`src/rtl/labcpu_port_bridge.sv`:
```
// labcpu_port_bridge: decodes a small register window into N registered output
// ports plus a buffered input FIFO with sticky overflow and a level interrupt.
module labcpu_port_bridge #(
  parameter int                         p_data_width    = 16,
  parameter int                         p_address_width = 10,
  parameter int                         p_port_width    = 8,
  parameter int                         p_num_ports     = 4,
  parameter int                         p_fifo_depth    = 8,
  parameter logic [p_address_width-1:0] p_base_address  = 10'h3F0
) (
  input  logic                                i_w_clk,
  input  logic                                i_w_reset,
  input  logic [p_address_width-1:0]          i_w_address,
  input  logic [p_data_width-1:0]             i_w_data_in,
  input  logic                                i_w_we,
  input  logic                                i_w_oe,
  output logic [p_data_width-1:0]             o_w_data_out,
  output logic                                o_w_hit,
  output logic [p_num_ports*p_port_width-1:0] o_w_out_ports,
  input  logic [p_port_width-1:0]             i_w_in_port,
  input  logic                                i_w_in_valid,
  output logic                                o_w_in_ready,
  output logic                                o_w_irq
);

  localparam int c_ptr_w = $clog2(p_fifo_depth);
  localparam int c_cnt_w = c_ptr_w + 1;
  localparam logic [p_address_width-1:0] c_off_fifo   = p_address_width'(p_num_ports);
  localparam logic [p_address_width-1:0] c_off_status = p_address_width'(p_num_ports + 1);
  localparam logic [p_address_width-1:0] c_off_ctrl   = p_address_width'(p_num_ports + 2);
  localparam logic [p_address_width-1:0] c_off_limit  = p_address_width'(p_num_ports + 3);
  localparam logic [c_cnt_w-1:0]         c_cnt_full   = c_cnt_w'(p_fifo_depth);

  logic [p_address_width-1:0] offset_s;
  logic                       hit_s;
  logic                       wr_s;
  logic                       rd_s;
  logic                       full_s;
  logic                       empty_s;
  logic                       push_s;
  logic                       pop_s;
  logic                       ovf_set_s;
  logic                       ovf_clr_s;
  logic [p_num_ports-1:0]     port_sel_s;
  logic [p_port_width-1:0]    port_rd_s;
  logic [p_data_width-1:0]    rd_data_s;
  logic                       unused_s;

  logic [p_port_width-1:0]    port_r [p_num_ports];
  logic [p_port_width-1:0]    mem_r  [p_fifo_depth];
  logic [c_ptr_w-1:0]         rd_ptr_r;
  logic [c_ptr_w-1:0]         wr_ptr_r;
  logic [c_cnt_w-1:0]         count_r;
  logic                       overflow_r;
  logic                       irq_en_r;
  logic                       irq_r;
  logic [p_data_width-1:0]    data_out_r;

  function automatic logic [p_data_width-1:0] status_word(
    input logic               empty,
    input logic               full,
    input logic               ovf,
    input logic [c_cnt_w-1:0] cnt
  );
    logic [p_data_width-1:0] w;
    w             = {p_data_width{1'b0}};
    w[0]          = empty;
    w[1]          = full;
    w[2]          = ovf;
    w[3 +: c_cnt_w] = cnt;
    return w;
  endfunction

  // Addresses below the base wrap to large offsets and so fall outside the window.
  assign offset_s  = i_w_address - p_base_address;
  assign hit_s     = (offset_s < c_off_limit);
  assign wr_s      = i_w_we & hit_s;
  assign rd_s      = i_w_oe & ~i_w_we & hit_s;
  assign full_s    = (count_r == c_cnt_full);
  assign empty_s   = (count_r == {c_cnt_w{1'b0}});
  assign push_s    = i_w_in_valid & ~full_s;
  assign pop_s     = rd_s & (offset_s == c_off_fifo) & ~empty_s;
  assign ovf_set_s = i_w_in_valid & full_s;
  assign ovf_clr_s = wr_s & (offset_s == c_off_status);
  assign unused_s  = ^i_w_data_in;

  assign o_w_hit      = hit_s;
  assign o_w_in_ready = ~full_s;
  assign o_w_data_out = data_out_r;
  assign o_w_irq      = irq_r;

  for (genvar k = 0; k < p_num_ports; k++) begin : g_port
    assign port_sel_s[k] = (offset_s == p_address_width'(k));
    assign o_w_out_ports[k*p_port_width +: p_port_width] = port_r[k];
  end

  // Select the addressed output port for readback (one-hot AND-OR mux).
  always_comb begin
    port_rd_s = {p_port_width{1'b0}};
    for (int k = 0; k < p_num_ports; k++) begin
      port_rd_s = port_rd_s | (port_r[k] & {p_port_width{port_sel_s[k]}});
    end
  end

  // Read data for the current offset, built from registered state only.
  always_comb begin
    rd_data_s = {p_data_width{1'b0}};
    if (offset_s < c_off_fifo) begin
      rd_data_s = p_data_width'(port_rd_s);
    end else if (offset_s == c_off_fifo) begin
      if (empty_s) begin
        rd_data_s = {p_data_width{1'b0}};
      end else begin
        rd_data_s = p_data_width'(mem_r[rd_ptr_r]);
      end
    end else if (offset_s == c_off_status) begin
      rd_data_s = status_word(empty_s, full_s, overflow_r, count_r);
    end else if (offset_s == c_off_ctrl) begin
      rd_data_s = p_data_width'(irq_en_r);
    end else begin
      rd_data_s = {p_data_width{1'b0}};
    end
  end

  // Output port registers.
  always_ff @(posedge i_w_clk or negedge i_w_reset) begin
    if (!i_w_reset) begin
      for (int k = 0; k < p_num_ports; k++) begin
        port_r[k] <= {p_port_width{1'b0}};
      end
    end else if (wr_s) begin
      for (int k = 0; k < p_num_ports; k++) begin
        if (port_sel_s[k]) begin
          port_r[k] <= i_w_data_in[p_port_width-1:0];
        end
      end
    end
  end

  // Input FIFO storage, pointers, occupancy and sticky overflow.
  always_ff @(posedge i_w_clk or negedge i_w_reset) begin
    if (!i_w_reset) begin
      for (int k = 0; k < p_fifo_depth; k++) begin
        mem_r[k] <= {p_port_width{1'b0}};
      end
      rd_ptr_r   <= {c_ptr_w{1'b0}};
      wr_ptr_r   <= {c_ptr_w{1'b0}};
      count_r    <= {c_cnt_w{1'b0}};
      overflow_r <= 1'b0;
    end else begin
      if (push_s) begin
        mem_r[wr_ptr_r] <= i_w_in_port;
        wr_ptr_r        <= wr_ptr_r + c_ptr_w'(1);
      end
      if (pop_s) begin
        rd_ptr_r <= rd_ptr_r + c_ptr_w'(1);
      end
      case ({push_s, pop_s})
        2'b10:   count_r <= count_r + c_cnt_w'(1);
        2'b01:   count_r <= count_r - c_cnt_w'(1);
        default: count_r <= count_r;
      endcase
      overflow_r <= ovf_set_s | (overflow_r & ~ovf_clr_s);
    end
  end

  // Read data register, interrupt enable and registered interrupt request.
  always_ff @(posedge i_w_clk or negedge i_w_reset) begin
    if (!i_w_reset) begin
      data_out_r <= {p_data_width{1'b0}};
      irq_en_r   <= 1'b0;
      irq_r      <= 1'b0;
    end else begin
      if (rd_s) begin
        data_out_r <= rd_data_s;
      end
      if (wr_s && (offset_s == c_off_ctrl)) begin
        irq_en_r <= i_w_data_in[0];
      end
      irq_r <= irq_en_r & (~empty_s | overflow_r);
    end
  end

endmodule

```
`config.mk`:
```
export PLATFORM = sky130hd
export DESIGN_NAME = labcpu_port_bridge
export DESIGN_NICKNAME = d
export VERILOG_FILES = /design/src/rtl/labcpu_port_bridge.sv
export SDC_FILE = /design/constraint.sdc
export NUM_CORES = 1
export LEC_CHECK = 0
export ABC_CLOCK_PERIOD_IN_PS = 4400
export BUFFER_PORTS_ARGS = -buffer_cell sky130_fd_sc_hd__buf_2
export CORE_MARGIN = 5
export CORE_UTILIZATION = 55
export CTS_CLUSTER_SIZE = 28
export DETAILED_ROUTE_END_ITERATION = 12
export PLACE_DENSITY = 0.86
export SLEW_MARGIN = 30
export SYNTH_ARGS = -nofsm -noshare
export SYNTH_HDL_FRONTEND = slang
export SYNTH_SLANG_ARGS = --single-unit
export TNS_END_PERCENT = 20
```
`constraint.sdc`:
```
create_clock -name i_w_clk -period 4.4 [get_ports i_w_clk]
set_clock_uncertainty 0.1 [all_clocks]
set_input_delay 1.1 -clock i_w_clk [delete_from_list [all_inputs] [get_ports i_w_clk]]
set_output_delay 1.1 -clock i_w_clk [all_outputs]
set_load 0.05 [all_outputs]
```
==> results of run 1 <==
-- kinds of logic after synthesis --
family,Yosys count,synth area share [%]
mux,136,29.4
flops,117,50.1
simple gates,78,9.63
buf+inv,43,3.79
compound gates,36,4.54
xor+xnor,7,1.05
fa+ha+maj,6,1.41
other cells,1,0.0642
-- worst min-delay path by stage --
stage	end	slack (ns)	cells after the start
2_1_floorplan	mem_r[38]	0.35	1
3_3_place_gp	mem_r[38]	0.37	1
3_5_place_dp	mem_r[38]	0.37	1
4_1_cts	mem_r[38]	0.39	1
5_1_grt	mem_r[30]	0.41	1
6_report	mem_r[38]	0.38	1
-- synth_stat cells (all sizes together) (6+ instances only) --
cell type / n
nand2: 17
nor2: 11
mux2: 107
xnor2: 6
dfrtp: 117
mux4: 18
buf: 20
mux2i: 11
nor4: 10
inv: 12
clkbuf: 11
-- flip-flops by register name (all words and copies together) (netlist names) --
name           count
mem_r             64
wr_ptr_r           3
o_w_irq            1
o_w_out_ports     32
irq_en_r           1
o_w_data_out       8
overflow_r         1
rd_ptr_r           3
count_r            4
-- through the flow --
stage	cell area, sq um	utilization (%)
global route	6840	66.2
floorplan	5870	-
global placement	6270	60.8
CTS	6840	66.2
detailed placement	6270	60.8
finish	6840	66.2
-- power by group through the flow --
stage / clock (mW) / sequential, mW / combinational, mW
floorplan: 0 / 1.55 / 0.738
global placement: 0 / 1.61 / 0.832
detailed placement: 0 / 1.65 / 0.873
CTS: 1.32 / 1.64 / 0.882
global route: 1.37 / 1.68 / 0.952
finish: 1.31 / 1.64 / 0.871
-- metal layers --
layer | global-route usage (%) | part of all wire [%] | routed length, microns | vias to the layer above
li1 | - | - | - | 1722
met3 | 6.10 | 6.7 | 861 | 21
met1 | 26.8 | 40 | 5150 | 1979
met2 | 35.7 | 52 | 6690 | 140
met5 | 0 | 0 | 0 | -
met4 | 7.53 | 1.6 | 202 | 0
-- cell usage in the layout, fill, tap and decap left out, drive strengths merged, types with 10 or more instances in the layout --
| cell type | synthesis | layout |
|---|---|---|
| buf | 20 | 78 |
| mux4 | 18 | 18 |
| nor2 | 11 | 11 |
| nand2 | 17 | 17 |
| dfrtp | 117 | 117 |
| inv | 12 | 13 |
| mux2 | 107 | 107 |
| nor4 | 10 | 10 |
| clkbuf | 11 | 19 |
| mux2i | 11 | 11 |
-- cell type report --
class | instances | area share [%]
sequential | 117 | 42.8
clock buffer | 19 | 6.31
tap | 136 | 2.49
multi-input combinational | 271 | 39.8
timing repair buffer | 78 | 5.93
clock inverter | 13 | 1.94
inverter | 12 | 0.695
==> results.ini, run 1 <==
[pwr]
power.density_nw_per_um2=558
p_leak_nw=3.15
design_power_total_mw=3.82
p_seq_share_pct=42.9
switchingPower_mw=1.08
p_sw_share_pct=28.3
intPower_mw=2.74
p_comb_share_pct=22.8
power.clock.fraction_pct=34.2
ir_worst_vdd_mv=0.453

[timing]
setup-tns-final_ns=0
rsz0062_at_grt=no
setup_violations=0
fmax_mhz=266
worst_pin_slew_ns=0.840
fin_crit_sh_pct=85.5
period_needed_ns=3.76
hold_ws_ns=0.383
worst_slack_ns=0.637
drv_slew=0
slew-limit-headroom_pct=44.0
hold_violations=0

[grt]
track_usage_pct=21.4
grt_pass1_vias=4123
overflow=0
grt_max_degree=61
antenna_found_initial=0
grt_pass1_wl_microns=21400

[synthesis]
ys_ff_latch=117
async_reset_ff_share_pct=100
synth.distinct_cells=58
synthesis.area_sq_um=5850
synth_top_area_cell=dfrtp_1
avgSynthCellArea_sq_um=13.8
ys_seq_area_share_pct=50.1
yosys-top-cells-area=dfrtp_1, mux2_2, mux4_2
synthCells=424
ys.warnings.count=0
synth_edf_count=0
synth_flop_cell=dfrtp_1
yosysTopAreaCellShare_pct=50.1

[detailed_routing]
finalWirelength_microns=12900
drtIter0Drc=296
dr.pass1.iters=4
routed_via_density=5.98
ant_nets=0
avgRoutedWirePerCell_microns=20.0
drc=0
via_count=3862

[worst_setup_path]
worstPathCellList=buf_2 > nand4_1 > buf_4 > nor3_1 > buf_2
r2r_end=count_r[3]
reg2reg_slack_ns=1.48
required_ns=3.20
cpLargestDelayFamily=buffers and inverters
cp_num_buf_inv=3
path_common_cell=buf_2
crit_type=in2out
worst_ep_arrival_time_ns=2.56
crit_slowest_cell=nand4_1
crit_path_end_kind=primary output
crit_path_max_fanout=12
crit_end=o_w_hit
worstSetupStartpoint=i_w_address[7]
rr_startpoint=count_r[0]
cp.depth=5
cp-start-kind=primary input
slowest_delay_ns=0.45
r2r_cells=9

[layout]
drive_gt1_share_pct=49.0
n_fill_cell=701
regArea_sq_um=2930
multi_input_comb_area_sq_um=2720
nets=542
layout.cells.non_filler=646
antenna_cells=0
synthToLayoutAreaGrowth_pct=17.0

[floorplanning]
start_util_pct=56.6
dieHeight_microns=113
io_pins=90
dieArea_sq_um=12800
fp-row-count=37
core_sq_um=10300
die_w_microns=113

[clock_tree]
postCtsSetupBuffers=0
clockBufferDepth=2
clk_pin_slew_ns=0.06
tritoncts=built
cts.sinks=117
cts_made_buffers=17
cts_hold_buf=0
clock_latency_ns=0.52
root_buffer=clkbuf_8
cts-resized-gates=0
htreeDepth=4

[place]
dp_slack_ns=0.532
globalplace.congestion=0.873
dpl.cell_count=614
io_buffer_count=73
hpwl_microns=8700

[worst_hold_path]
hold_class=reg2reg
min-delay-start=mem_r[38]

[status]
outcome=completed

[job]
max-cap-violations=0

(Power assumes the default switching activity.)
==> run 2: changes to the inputs <==
--- a/config.mk
+++ b/config.mk
@@ -6,12 +6,12 @@
 export NUM_CORES = 1
 export LEC_CHECK = 0
 export ABC_CLOCK_PERIOD_IN_PS = 4400
-export BUFFER_PORTS_ARGS = -buffer_cell sky130_fd_sc_hd__buf_2
 export CORE_MARGIN = 5
 export CORE_UTILIZATION = 55
 export CTS_CLUSTER_SIZE = 28
 export DETAILED_ROUTE_END_ITERATION = 12
-export PLACE_DENSITY = 0.86
+export DONT_BUFFER_PORTS = 1
+export PLACE_DENSITY = 0.78
 export SLEW_MARGIN = 30
 export SYNTH_ARGS = -nofsm -noshare
 export SYNTH_HDL_FRONTEND = slang
==> run 2 against run 1 <==
  * Setup slack better by 0.24 ns
  * Hold slack lost 0.21 ns
  * Global-route usage down 0.36 points
  * Via count decreased by 7.9%
  * Clock-buffer cell count shrank 2
  * Sequential share of layout area rose by 2.4 points
  * Flip-flop and latch count is the same
  * Wire length shrank 1.8%
  * Highest routed layer unchanged
==> results.ini, run 2 (synthesized netlist as in run 1, its figures left out) <==
[status]
outcome=completed

[worst_setup_path]
crit_path_max_fanout=12  ; unchanged
crit_type=in2out
cpLargestDelayFamily=simple AND/OR/NAND/NOR gates
r2r_cells=9  ; unchanged
slowest_delay_ns=0.45  ; about the same
cp-start-kind=primary input
cp_num_buf_inv=2  ; -1
rr_startpoint=count_r[0]
reg2reg_slack_ns=1.26  ; -0.22 ns
required_ns=3.20  ; about the same
path_common_cell=buf_4
r2r_end=count_r[3]
crit_slowest_cell=nand4_1
worstPathCellList=nand4_1 > buf_4 > nor3_2 > buf_4
crit_path_end_kind=primary output
worst_ep_arrival_time_ns=2.33  ; -0.23 ns

[clock_tree]
clock_latency_ns=0.52  ; about the same
clockBufferDepth=2  ; unchanged
root_buffer=clkbuf_8
cts_made_buffers=17  ; unchanged
clk_pin_slew_ns=0.07  ; about the same
htreeDepth=4  ; unchanged
cts_hold_buf=0  ; unchanged
tritoncts=built
cts.sinks=117  ; unchanged
cts-resized-gates=0  ; unchanged
postCtsSetupBuffers=0  ; unchanged

[timing]
rsz0062_at_grt=no
slew-limit-headroom_pct=41.2  ; -2.8 points
period_needed_ns=3.53  ; -0.237 ns
fmax_mhz=284  ; +6.7%
fin_crit_sh_pct=80.1  ; -5.4 points
worst_pin_slew_ns=0.882  ; +0.0417 ns
setup-tns-final_ns=0  ; unchanged
hold_ws_ns=0.172  ; -0.211 ns
hold_violations=0  ; unchanged
drv_slew=0  ; unchanged
setup_violations=0  ; unchanged

[place]
hpwl_microns=8490  ; -2.4%
globalplace.congestion=0.835  ; -4.4%
dpl.cell_count=542  ; -12%
io_buffer_count=0  ; -100%

[floorplanning]
fp-row-count=37  ; unchanged
core_sq_um=10300  ; unchanged
io_pins=90  ; unchanged
dieHeight_microns=113  ; unchanged
dieArea_sq_um=12800  ; unchanged
start_util_pct=56.6  ; unchanged
die_w_microns=113  ; unchanged

[layout]
antenna_cells=0  ; unchanged
largest_register_ff_count=64  ; unchanged
nets=470  ; -13%
final_common_cell=dfrtp_1
synthToLayoutAreaGrowth_pct=10.8
largest-register=mem_r
layout.cells.non_filler=574  ; -11%
layout_common_cells=dfrtp_1, mux2_2, mux4_2, nand2_1, clkbuf_16
drive_gt1_share_pct=41.1  ; -7.9 points

[detailed_routing]
drc=0  ; unchanged
via_count=3556  ; -7.9%
avgRoutedWirePerCell_microns=22.1  ; +11%
dr.pass1.iters=5  ; +1
finalWirelength_microns=12700  ; -1.8%
ant_nets=0  ; unchanged
routed_via_density=6.20  ; +3.6%
drtIter0Drc=212  ; -28%

[pwr]
p_leak_nw=2.81  ; -11%
ir_worst_vdd_mv=0.365  ; -19%
power.density_nw_per_um2=580  ; +3.9%

[grt]
grt_pass1_wl_microns=20800  ; -2.5%
antenna_found_initial=0  ; unchanged
grt_max_degree=118  ; +93%
track_usage_pct=21.0  ; -0.36 points
overflow=0  ; unchanged
grt_pass1_vias=3869  ; -6.2%

[worst_hold_path]
hold_class=in2async

[job]
max-cap-violations=0  ; unchanged

==> run 2: where the power goes <==
| group | leakage, nW | total (mW) | switching [mW] | internal (mW) |
|---|---|---|---|---|
| Clock | 0.274 | 1.30 | 0.533 | 0.762 |
| Combinational | 1.05 | 0.808 | 0.313 | 0.495 |
| Sequential | 1.48 | 1.65 | 0.242 | 1.41 |
==> run 2: metrics by stage <==
step           setup WS, ns  power, mW  instance area [sq um]  utilization, %
6_report              0.874       3.76                   6480            62.7
5_1_grt               0.788       3.95                   6480            62.7
4_1_cts               0.914       3.78                   6480            62.7
3_5_place_dp          0.603       2.47                   5920            57.3
3_3_place_gp          0.696       2.40                   5920            57.3
2_1_floorplan         0.441       2.29                   5870               -
==> run 2: worst max-delay path by stage <==
stage | from | depth (start not counted) | to | slack, ns
2_1_floorplan | i_w_address[9] | 4 | o_w_hit | 0.44
3_3_place_gp | i_w_address[9] | 9 | count_r[3] | 0.70
3_5_place_dp | i_w_address[9] | 9 | count_r[3] | 0.60
4_1_cts | i_w_address[9] | 4 | o_w_hit | 0.91
5_1_grt | i_w_address[9] | 9 | count_r[3] | 0.79
6_report | i_w_address[9] | 4 | o_w_hit | 0.87
==> run 2: cell type report <==
class | count | area [sq um]
Sequential cell | 117 | 2930
Inverter | 12 | 47.5
Fill cell | 750 | 3850
Timing Repair Buffer | 6 | 45.0
Tap cell | 136 | 170
Clock buffer | 17 | 414
Clock inverter | 15 | 144
Multi-Input combinational cell | 271 | 2730
==> run 2: worst register-to-register path: cells and delay by family, from the launching register on <==
family                     cells  cell delay, ns
and+or+nand+nor                2            1.04
adders and majority gates      2            0.50
DFF                            1            0.44
AOI/OAI and AO/OA              2            0.37
muxes                          1            0.27
buffers and inverters          1            0.20
xor gates and xnor gates       1            0.14
==> run 2: layer usage <==
layer  global-route usage (%)  part of all wire, %  up-vias
met5                        0                    0        -
met4                     5.93                 0.58        0
met3                     6.74                  6.1        6
met2                     34.0                   51      106
met1                     27.4                   42     1873
li1                         -                    -     1571
==> run 3: changes to the inputs <==
--- a/config.mk
+++ b/config.mk
@@ -5,13 +5,14 @@
 export SDC_FILE = /design/constraint.sdc
 export NUM_CORES = 1
 export LEC_CHECK = 0
-export ABC_CLOCK_PERIOD_IN_PS = 4400
+export ABC_AREA = 1
+export ABC_CLOCK_PERIOD_IN_PS = 2900
 export CORE_MARGIN = 5
 export CORE_UTILIZATION = 55
 export CTS_CLUSTER_SIZE = 28
 export DETAILED_ROUTE_END_ITERATION = 12
 export DONT_BUFFER_PORTS = 1
-export PLACE_DENSITY = 0.78
+export PLACE_DENSITY = 0.81
 export SLEW_MARGIN = 30
 export SYNTH_ARGS = -nofsm -noshare
 export SYNTH_HDL_FRONTEND = slang
==> constraint.sdc (replaced) <==
create_clock -name i_w_clk -period 2.9 [get_ports i_w_clk]
set_clock_uncertainty 0.1 [all_clocks]
set_input_delay 0.725 -clock i_w_clk [delete_from_list [all_inputs] [get_ports i_w_clk]]
set_output_delay 0.725 -clock i_w_clk [all_outputs]
set_load 0.05 [all_outputs]
==> run 3 against run 2 <==
  * The run now ends with negative hold slack left
  * Total power is 48% higher
  * Global-route usage is 2.4 points higher
  * Hold slack worse by 0.26 ns
  * Critical path depth is 9 higher
  * Clock-buffer cell count is 2 higher
  * Synthesized cell count is 84% higher
  * First-iteration DRC count is 120% higher
  * Combinational power is 49% higher
  * Synthesized area is 5.4% higher
  * Largest power group unchanged
==> results.ini, run 3 <==
[pwr]
p_sw_share_pct=32.7  ; +3.8 points
p_seq_share_pct=42.5  ; -1.5 points
power.density_nw_per_um2=825  ; +42%
power.clock.fraction_pct=35.9  ; +1.4 points
p_leak_nw=3.41  ; +22%
ir_worst_vdd_mv=0.377  ; +3.1%
intPower_mw=3.75  ; +41%
p_comb_share_pct=21.5  ; about the same
switchingPower_mw=1.82  ; +68%

[clock_tree]
postCtsSetupBuffers=0  ; unchanged
htreeDepth=4  ; unchanged
root_buffer=clkbuf_16
clk_pin_slew_ns=0.05  ; -0.02 ns
cts-resized-gates=0  ; unchanged
clock_latency_ns=0.41  ; -0.11 ns
cts.sinks=117  ; unchanged
clockBufferDepth=2  ; unchanged
cts_made_buffers=17  ; unchanged
tritoncts=built

[worst_setup_path]
crit_type=reg2reg
required_ns=3.08  ; -0.12 ns
worst_ep_arrival_time_ns=2.70  ; +0.37 ns
cp-start-kind=flop
crit_path_end_kind=flop
crit_path_max_fanout=5  ; -7

[timing]
fmax_mhz=397
hold_ws_ns=-0.0865  ; -0.259 ns
hold_violations=117  ; +117
worst_slack_ns=0.378  ; -0.496 ns
fin_crit_sh_pct=87.0
worst_pin_slew_ns=0.587  ; -0.295 ns
rsz0062_at_grt=no
setup_violations=0  ; unchanged
slew-limit-headroom_pct=60.7  ; +19 points
period_needed_ns=2.52
drv_slew=0  ; unchanged

[layout]
antenna_cells=0  ; unchanged
postLayoutCellArea_sq_um=6760  ; +4.3%
drive_gt1_share_pct=11.0  ; -30 points
largest-register=mem_r
n_fill_cell=899  ; +20%
final_common_cell=nand2_1
layout.cells.non_filler=938  ; +63%
nets=830  ; +77%
largest_register_ff_count=64  ; unchanged
synthToLayoutAreaGrowth_pct=9.60
layout_common_cells=nand2_1, dfrtp_1, o21ai_0, inv_1, nor2_1

[synthesis]
ys.warnings.count=0  ; unchanged
synth.distinct_cells=35  ; -40%
synthCells=781  ; +84%
synth_flop_cell=dfrtp_1
ys_seq_area_share_pct=47.5  ; -2.6 points
yosys.area_share.xor_xnor_pct=0.853  ; -0.20 points
synthMuxAreaShare_pct=0  ; -29 points
synth_top_area_cell=dfrtp_1
synthAdderAreaFrac_pct=1.34  ; -0.073 points
yosys-top-cells-area=dfrtp_1, nand2_1, o21ai_0
synth_commonest_cells=nand2_1, dfrtp_1, o21ai_0
async_reset_ff_share_pct=100  ; unchanged
synth_compound_area_share_pct=10.8  ; +6.2 points
yosys.area_share.simple_pct=30.3  ; +21 points
synthesis.area_sq_um=6160  ; +5.4%
avgSynthCellArea_sq_um=7.89  ; -43%
synth_top_family_by_area=simple AND/OR/NAND/NOR gates
ys_ff_latch=117  ; unchanged
yosysMostFrequentCell=nand2_1
yosysTopAreaCellShare_pct=47.5  ; -2.6 points
synth_edf_count=0  ; unchanged

[floorplanning]
dieArea_sq_um=13400  ; +4.9%
io_pins=90  ; unchanged
die_w_microns=116  ; +2.4%
fp-row-count=38  ; +2.7%
dieHeight_microns=116  ; +2.4%
start_util_pct=56.4  ; -0.26 points
core_sq_um=10900  ; +5.9%

[detailed_routing]
dr.pass1.iters=6  ; +1
drc=0  ; unchanged
routed_via_density=5.58  ; -9.9%
finalWirelength_microns=14900  ; +18%
via_count=5234  ; +47%
avgRoutedWirePerCell_microns=15.9  ; -28%
drtIter0Drc=468  ; +120%
ant_nets=0  ; unchanged

[grt]
grt_pass1_vias=5135  ; +33%
grt_max_degree=118  ; unchanged
grt_pass1_wl_microns=24800  ; +19%
antenna_found_initial=0  ; unchanged
overflow=0  ; unchanged
track_usage_pct=23.4  ; +2.4 points

[place]
io_buffer_count=0  ; unchanged
place_area_sq_um=6190  ; +4.5%
dpl.cell_count=906  ; +67%
globalplace.congestion=0.890  ; +6.6%
hpwl_microns=10000  ; +18%
dp_slack_ns=-0.0133  ; -0.617 ns

[status]
violations=negative hold slack
outcome=finished with violations

[job]
max-cap-violations=0  ; unchanged

[worst_hold_path]
hold_class=in2async

run 3: cell count changes after synthesis, sizes merged, moves of 46 or more:
cell	before	now
inv	12	74
nand3	5	51
nand2	17	290
nor2	11	61
o21ai	4	120
mux2	107	0
run 3: through the flow:
step	util, %	TNS [ns]	power (mW)
5_1_grt	61.8	0	5.91
4_1_cts	61.8	0	5.59
3_5_place_dp	56.6	-0.0133	3.58
3_3_place_gp	56.6	0	3.48
6_report	61.8	0	5.58
2_1_floorplan	-	0	3.35
run 3: cells by family (layout without fill, tap and decap cells):
logic type,Yosys count,after routing
xor+xnor,6,6
flops,117,117
fa+ha+maj,6,6
buf+inv,111,121
simple gates,416,416
compound gates,124,124
other cells,1,8
run 3: worst paths after layout:
check | from | endpoint | slack [ns] | cells past startpoint
worst max-delay path | count_r[1] | count_r[3] | 0.38 | 13
worst min-delay path | i_w_reset | mem_r[10] | -0.09 | 0
worst max register to register | count_r[1] | count_r[3] | 0.38 | 13
worst min register to register | mem_r[1] | mem_r[1] | 0.38 | 2
max in group asynchronous | i_w_reset | count_r[3] | 2.62 | 0
min in group i_w_clk | mem_r[1] | mem_r[1] | 0.38 | 2
run 3: cell type report:
class,instances,area (sq um),area share [%]
sequential,117,2930,43.3
multi-input combinational,560,2700,40.0
clock buffer,19,433,6.41
inverter,76,285,4.22
tap,140,175,2.59
clock inverter,13,135,2.00
timing repair buffer,13,97.6,1.44
run 3: per-layer routing:
layer / routed length (microns) / GRT usage, %
met5: 0 / 0
met4: 435 / 11.3
met3: 1190 / 6.21
met2: 7310 / 37.0
met1: 6000 / 30.1
run 3: worst max-delay path: stages (launching register included):
cell     delay (ns)
dfrtp_1        0.40
inv_1          0.14
nand3_2        0.10
nor2_1         0.22
nor2_2         0.09
nand2_1        0.12
inv_2          0.07
ha_1           0.24
ha_1           0.34
a21oi_1        0.13
nand2_1        0.07
a21oi_1        0.11
o21ai_0        0.11
xor2_1         0.15
run 3: power by group through the flow:
| stage | clock network, mW | logic, mW | registers [mW] |
|---|---|---|---|
| floorplan | 0 | 1.03 | 2.32 |
| global placement | 0 | 1.12 | 2.36 |
| detailed placement | 0 | 1.19 | 2.38 |
| CTS | 2.02 | 1.21 | 2.37 |
| global route | 2.10 | 1.39 | 2.42 |
| finish | 2.00 | 1.20 | 2.37 |
